File: config.mk
export PLATFORM = sky130hd
export DESIGN_NAME = x_frame_loader
export DESIGN_NICKNAME = d
export VERILOG_FILES = /design/src/rtl/model_pkg.sv /design/src/rtl/x_frame_buf.sv /design/src/rtl/x_frame_loader.sv
export SDC_FILE = /design/constraint.sdc
export NUM_CORES = 2
export LEC_CHECK = 0
export CORE_ASPECT_RATIO = 1.4
export CORE_MARGIN = 3
export CORE_UTILIZATION = 35
export DETAILED_ROUTE_END_ITERATION = 10
export DONT_BUFFER_PORTS = 1
export GPL_TIMING_DRIVEN = 1
export PLACE_DENSITY = 0.59
export SLEW_MARGIN = 20
export SYNTH_ARGS = -nofsm -noshare
export SYNTH_HDL_FRONTEND = slang
export SYNTH_SLANG_ARGS = --single-unit
export TNS_END_PERCENT = 20
File: constraint.sdc
create_clock -name clk -period 79.5 [get_ports clk]
set_input_delay 7.95 -clock clk [delete_from_list [all_inputs] [get_ports clk]]
set_output_delay 7.95 -clock clk [all_outputs]
set_load 0.005 [all_outputs]
File: src/rtl/model_pkg.sv
// Shared types and constants for the quantized CNN datapath input stage.
// The constants give the shape of one input-activation frame.
package model_pkg;

  localparam int unsigned CONV2_XD = 64;
  localparam int unsigned CONV2_XB = 11;

  typedef logic [CONV2_XB-1:0] x_word_t;
  typedef x_word_t [CONV2_XD-1:0] x_frame_t;

  typedef enum logic {
    BUF0 = 1'b0,
    BUF1 = 1'b1
  } buf_sel_e;

  function automatic buf_sel_e other_buf(input buf_sel_e sel);
    return (sel == BUF0) ? BUF1 : BUF0;
  endfunction

endpackage

File: src/rtl/x_frame_buf.sv
// One XD x XB register bank.
// Writes a single word per cycle at waddr_i and exposes the whole frame in parallel.
module x_frame_buf
  import model_pkg::*;
#(
  parameter int unsigned XD = CONV2_XD,
  parameter int unsigned XB = CONV2_XB,
  parameter int unsigned CW = (XD > 1) ? $clog2(XD) : 1
) (
  input  logic                   clk_i,
  input  logic                   rst_i,
  input  logic                   we_i,
  input  logic [CW-1:0]          waddr_i,
  input  logic [XB-1:0]          wdata_i,
  output logic [XD-1:0][XB-1:0]  data_o
);

  logic [XD-1:0][XB-1:0] mem_q;

  always_ff @(posedge clk_i or posedge rst_i) begin
    if (rst_i) begin
      mem_q <= '0;
    end else if (we_i) begin
      mem_q[waddr_i] <= wdata_i;
    end
  end

  assign data_o = mem_q;

endmodule

File: src/rtl/x_frame_loader.sv
// Ping-pong frame loader: assembles serial activation words into XD-word frames
// and presents each complete frame in parallel, held stable until consumed.
module x_frame_loader
  import model_pkg::*;
#(
  parameter int unsigned XD = CONV2_XD,
  parameter int unsigned XB = CONV2_XB
) (
  input  logic                   clk,
  input  logic                   rst,
  input  logic                   s_valid,
  output logic                   s_ready,
  input  logic [XB-1:0]          s_data,
  input  logic                   s_last,
  output logic                   m_valid,
  input  logic                   m_ready,
  output logic [XD-1:0][XB-1:0]  m_data,
  output logic                   err,
  output logic [15:0]            frame_cnt
);

  localparam int unsigned CW = (XD > 1) ? $clog2(XD) : 1;
  localparam logic [CW-1:0] WLAST = CW'(XD - 1);

  buf_sel_e          wsel_q, wsel_d;
  buf_sel_e          rsel_q, rsel_d;
  logic [1:0]        full_q, full_d;
  logic [CW-1:0]     wcnt_q, wcnt_d;
  logic              err_q, err_d;
  logic [15:0]       fcnt_q, fcnt_d;

  logic              in_beat, out_beat, at_last, commit, short_frame;
  logic              we0, we1;
  logic [XD-1:0][XB-1:0] buf0_data, buf1_data;

  assign s_ready     = ~full_q[wsel_q];
  assign m_valid     = full_q[rsel_q];
  assign in_beat     = s_valid & s_ready;
  assign out_beat    = m_valid & m_ready;
  assign at_last     = (wcnt_q == WLAST);
  assign commit      = in_beat & at_last;
  assign short_frame = in_beat & s_last & ~at_last;

  assign we0 = in_beat & (wsel_q == BUF0);
  assign we1 = in_beat & (wsel_q == BUF1);

  x_frame_buf #(.XD(XD), .XB(XB), .CW(CW)) u_buf0 (
    .clk_i   (clk),
    .rst_i   (rst),
    .we_i    (we0),
    .waddr_i (wcnt_q),
    .wdata_i (s_data),
    .data_o  (buf0_data)
  );

  x_frame_buf #(.XD(XD), .XB(XB), .CW(CW)) u_buf1 (
    .clk_i   (clk),
    .rst_i   (rst),
    .we_i    (we1),
    .waddr_i (wcnt_q),
    .wdata_i (s_data),
    .data_o  (buf1_data)
  );

  assign m_data    = (rsel_q == BUF1) ? buf1_data : buf0_data;
  assign err       = err_q;
  assign frame_cnt = fcnt_q;

  // Commit and drain always target different buffers (s_ready blocks a full
  // write buffer), so both updates to full_d can apply in the same cycle.
  always_comb begin
    wsel_d = wsel_q;
    rsel_d = rsel_q;
    full_d = full_q;
    wcnt_d = wcnt_q;
    err_d  = 1'b0;
    fcnt_d = fcnt_q;

    if (out_beat) begin
      full_d[rsel_q] = 1'b0;
      rsel_d         = other_buf(rsel_q);
    end

    if (commit) begin
      full_d[wsel_q] = 1'b1;
      wsel_d         = other_buf(wsel_q);
      wcnt_d         = '0;
      fcnt_d         = fcnt_q + 16'd1;
      err_d          = ~s_last;
    end else if (short_frame) begin
      wcnt_d = '0;
      err_d  = 1'b1;
    end else if (in_beat) begin
      wcnt_d = wcnt_q + CW'(1);
    end
  end

  always_ff @(posedge clk or posedge rst) begin
    if (rst) begin
      wsel_q <= BUF0;
      rsel_q <= BUF0;
      full_q <= '0;
      wcnt_q <= '0;
      err_q  <= 1'b0;
      fcnt_q <= '0;
    end else begin
      wsel_q <= wsel_d;
      rsel_q <= rsel_d;
      full_q <= full_d;
      wcnt_q <= wcnt_d;
      err_q  <= err_d;
      fcnt_q <= fcnt_d;
    end
  end

endmodule

==> results.toml <==
[cells_and_area]
fillers = 16709
stdcell_count = 6444
layout.nets = 4028
area_delta_synth_final_pct = 11.0
regArea_um2 = 35900
drive_gt1_share_pct = 59.3
multi_input_comb_area_um2 = 25200

[critical_path]
required_ns = 80.31
crit_top_cell = "buf_4"
ff2ff_path_depth = 4
reg2reg_to = "u_buf1.data_o[148]"
r2r_slack_ns = 75.98
cp_top_family = "buffers and inverters"
path_buf_inv = 9
cp_max_fo = 138
endpoint = "u_buf0.data_o[385]"
slowest_delay_ns = 0.86
cp-startpoint = "rst"
r2r-start = "wcnt_q[3]"
crit_arrival_ns = 14.65
slowest_stage = "buf_4"
cp_cell_sequence = "inv_8, buf_4, buf_4, buf_4, buf_16, buf_4, buf_4, buf_4, buf_4"
startpoint_type = "input port"
endpoint_kind = "async pin"
setup.worst_path.class = "input port to async pin"
cp_num_cells = 9

[floorplan]
row_count = 183
fp.dieArea_um2 = 184000
fp.coreArea_um2 = 178000
num_io_pins = 739
start_util_pct = 35.2
die_w_um = 363
die_h_um = 506

[power_and_ir_drop]
p_leak_uw = 0.0342
p_per_area_nw_per_um2 = 23.4
max-vdd-ir-drop_v = 0.0000206

[synth]
synth_top_family_by_area = "multiplexers"
async_reset_ff_share_pct = 100
synth-seq-cells = 1435
synth_edf_count = 0
synth.yosys.warnings = 0
muxShareOfSynthArea_pct = 38.1
syn_area_um2 = 62600
syn_inst = 4183
synth.cells.most_frequent = "2114 x mux2_2, 1435 x dfrtp_1, 290 x clkbuf_1"
synth_cell_types = 44
synthTopCellsByArea = "dfrtp_1 57%, mux2_2 38%, clkbuf_1 1.7%, buf_2 0.56%, nand2_1 0.56%"
yosysSeqAreaShare_pct = 57.4
synth_ff_type = "dfrtp_1"
synthSimpleGateAreaFrac_pct = 1.63
syn-num-nets = 4201
synth_area_leader_cell = "dfrtp_1"
synth_compound_area_share_pct = 0.176
yosysTopAreaCellShare_pct = 57.4
synthXorXnorAreaFrac_pct = 0.238
yosysMostFrequentCell = "mux2_2"
yosys.area_share.adder_pct = 0.0400
synth.avg_cell_area_um2 = 15.0

[placement]
dp_hpwl_um = 117000
io_buffers = 0
place_inst = 6171
gp_congestion = 0.755

[worst_hold_path]
min_from = "u_buf0.data_o[550]"
whs_path_depth = 1
hold_path_class = "register to register"

[timing]
hold_viol = 0
relSlewSlack_pct = 24.1
max_freq_ghz = 0.0723
setup_viol = 0
tightest_slew_ns = 1.13
slew_violations = 0
grt_setup_unrepaired = "no"
setup_tns_ns = 0
finalCriticalPeriod_ns = 13.84
timing.final.crit_share_pct = 17.4
clock-skew-final_ns = 0.0312

[global_route]
grt-ovfl-total = 0
grt_pass1_vias = 35466
grt_pass1_wl_um = 266000
grt.total_usage_pct = 19.9
grt_max_degree = 177
grt_antenna_before_repair = 8

[clocking]
cts_tree = "done"
ctsHtreeMaxLevel = 4
cts_setup_buffers = 0
cts_sinks = 1435
clkSlewWorstSetupHoldPaths_ns = 0.06
cts-root-buf = "clkbuf_16"
cts_hold_buffers = 0
cts_resized = 0
cts_made_buffers = 147
cts_max_path_buffers = 3
clkLatencyLatePin_ns = 0.79

[run]
cap_violations = 0

[drt]
drt-total-wl_um = 187000
vias = 33483
drt-initial-drc-count = 1619
dr.pass1.iters = 5
via_per_inst = 5.20
drc = 0
wl_per_cell_um = 29.0
ant_nets = 0

[outcome]
status = "finished clean"
==> worst register-to-register path: stages, from the launching register on <==
cell and delay [ns]:
dfrtp_1 0.81, clkinv_1 0.64, or3_1 0.66, nor2_1 0.84
mux2_2 0.42
==> cells in the final DEF (no fill, tap or decap), drive strengths merged, types with 8 or more instances in the layout <==
cell type,synthesis,layout
mux2,2115,2115
dfrtp,1435,1435
clkbuf,290,210
nand2,93,93
nor2,59,59
buf,89,57
clkinv,1,35
xnor2,15,15
inv,5,13
nand3,12,12
bufinv,0,9
nor3,8,8
==> routing by layer <==
| layer | up-vias | GRT usage, % | part of all wire, % |
|---|---|---|---|
| met5 | - | 0 | 0 |
| met4 | 0 | 5.83 | 2.5 |
| met3 | 203 | 7.47 | 8.6 |
| met2 | 853 | 32.4 | 47 |
| met1 | 18018 | 24.5 | 41 |
| li1 | 14409 | - | - |
==> final cells by class <==
class / instances / share of cell area [%]
Sequential cell: 1435 / 51.7
Antenna cell: 6 / 0.0216
Clock buffer: 210 / 6.10
Clock inverter: 55 / 0.999
Timing Repair Buffer: 57 / 0.708
Multi-Input combinational cell: 2363 / 36.3
Inverter: 6 / 0.0432
Tap cell: 2312 / 4.16
==> cell families (layout without fill, tap and decap cells) <==
group	Yosys count	count (layout)
xor gates and xnor gates	17	17
and+or+nand+nor	211	211
buffers and inverters	385	328
DFF	1435	1435
muxes	2115	2115
adders and majority gates	2	2
AOI/OAI and AO/OA	18	18
other	0	6
==> registers in the layout (all words and copies together), names as in the netlist <==
signal and flops:
wsel_q 1, rsel_q 1, full_q 2, u_buf1.data_o 704, err 1, frame_cnt 16, wcnt_q 6, u_buf0.data_o 704
==> power by group <==
part	internal (uW)	switching, uW	total [uW]
registers	778	33.6	812
clock network	404	302	706
logic	55.5	54.5	110
==> worst min-delay path by stage <==
stage | to
floorplan | u_buf0.data_o[550]
global placement | u_buf0.data_o[550]
detailed placement | u_buf0.data_o[550]
CTS | u_buf0.data_o[550]
global route | u_buf1.data_o[98]
finish | u_buf0.data_o[550]
==> metrics by stage <==
step | util [%] | total power, uW | setup WS (ns) | area [um2] | hold slack, ns
global route | 39.1 | 1690 | 64.68 | 69500 | 0.507
global placement | 36.3 | 935 | 64.33 | 64500 | 0.472
CTS | 39.1 | 1650 | 65.01 | 69400 | 0.499
detailed placement | 36.3 | 939 | 64.13 | 64500 | 0.486
finish | 39.1 | 1630 | 65.66 | 69500 | 0.496
floorplan | - | 901 | 31.08 | 62600 | 0.460
(Power assumes the default switching activity.)
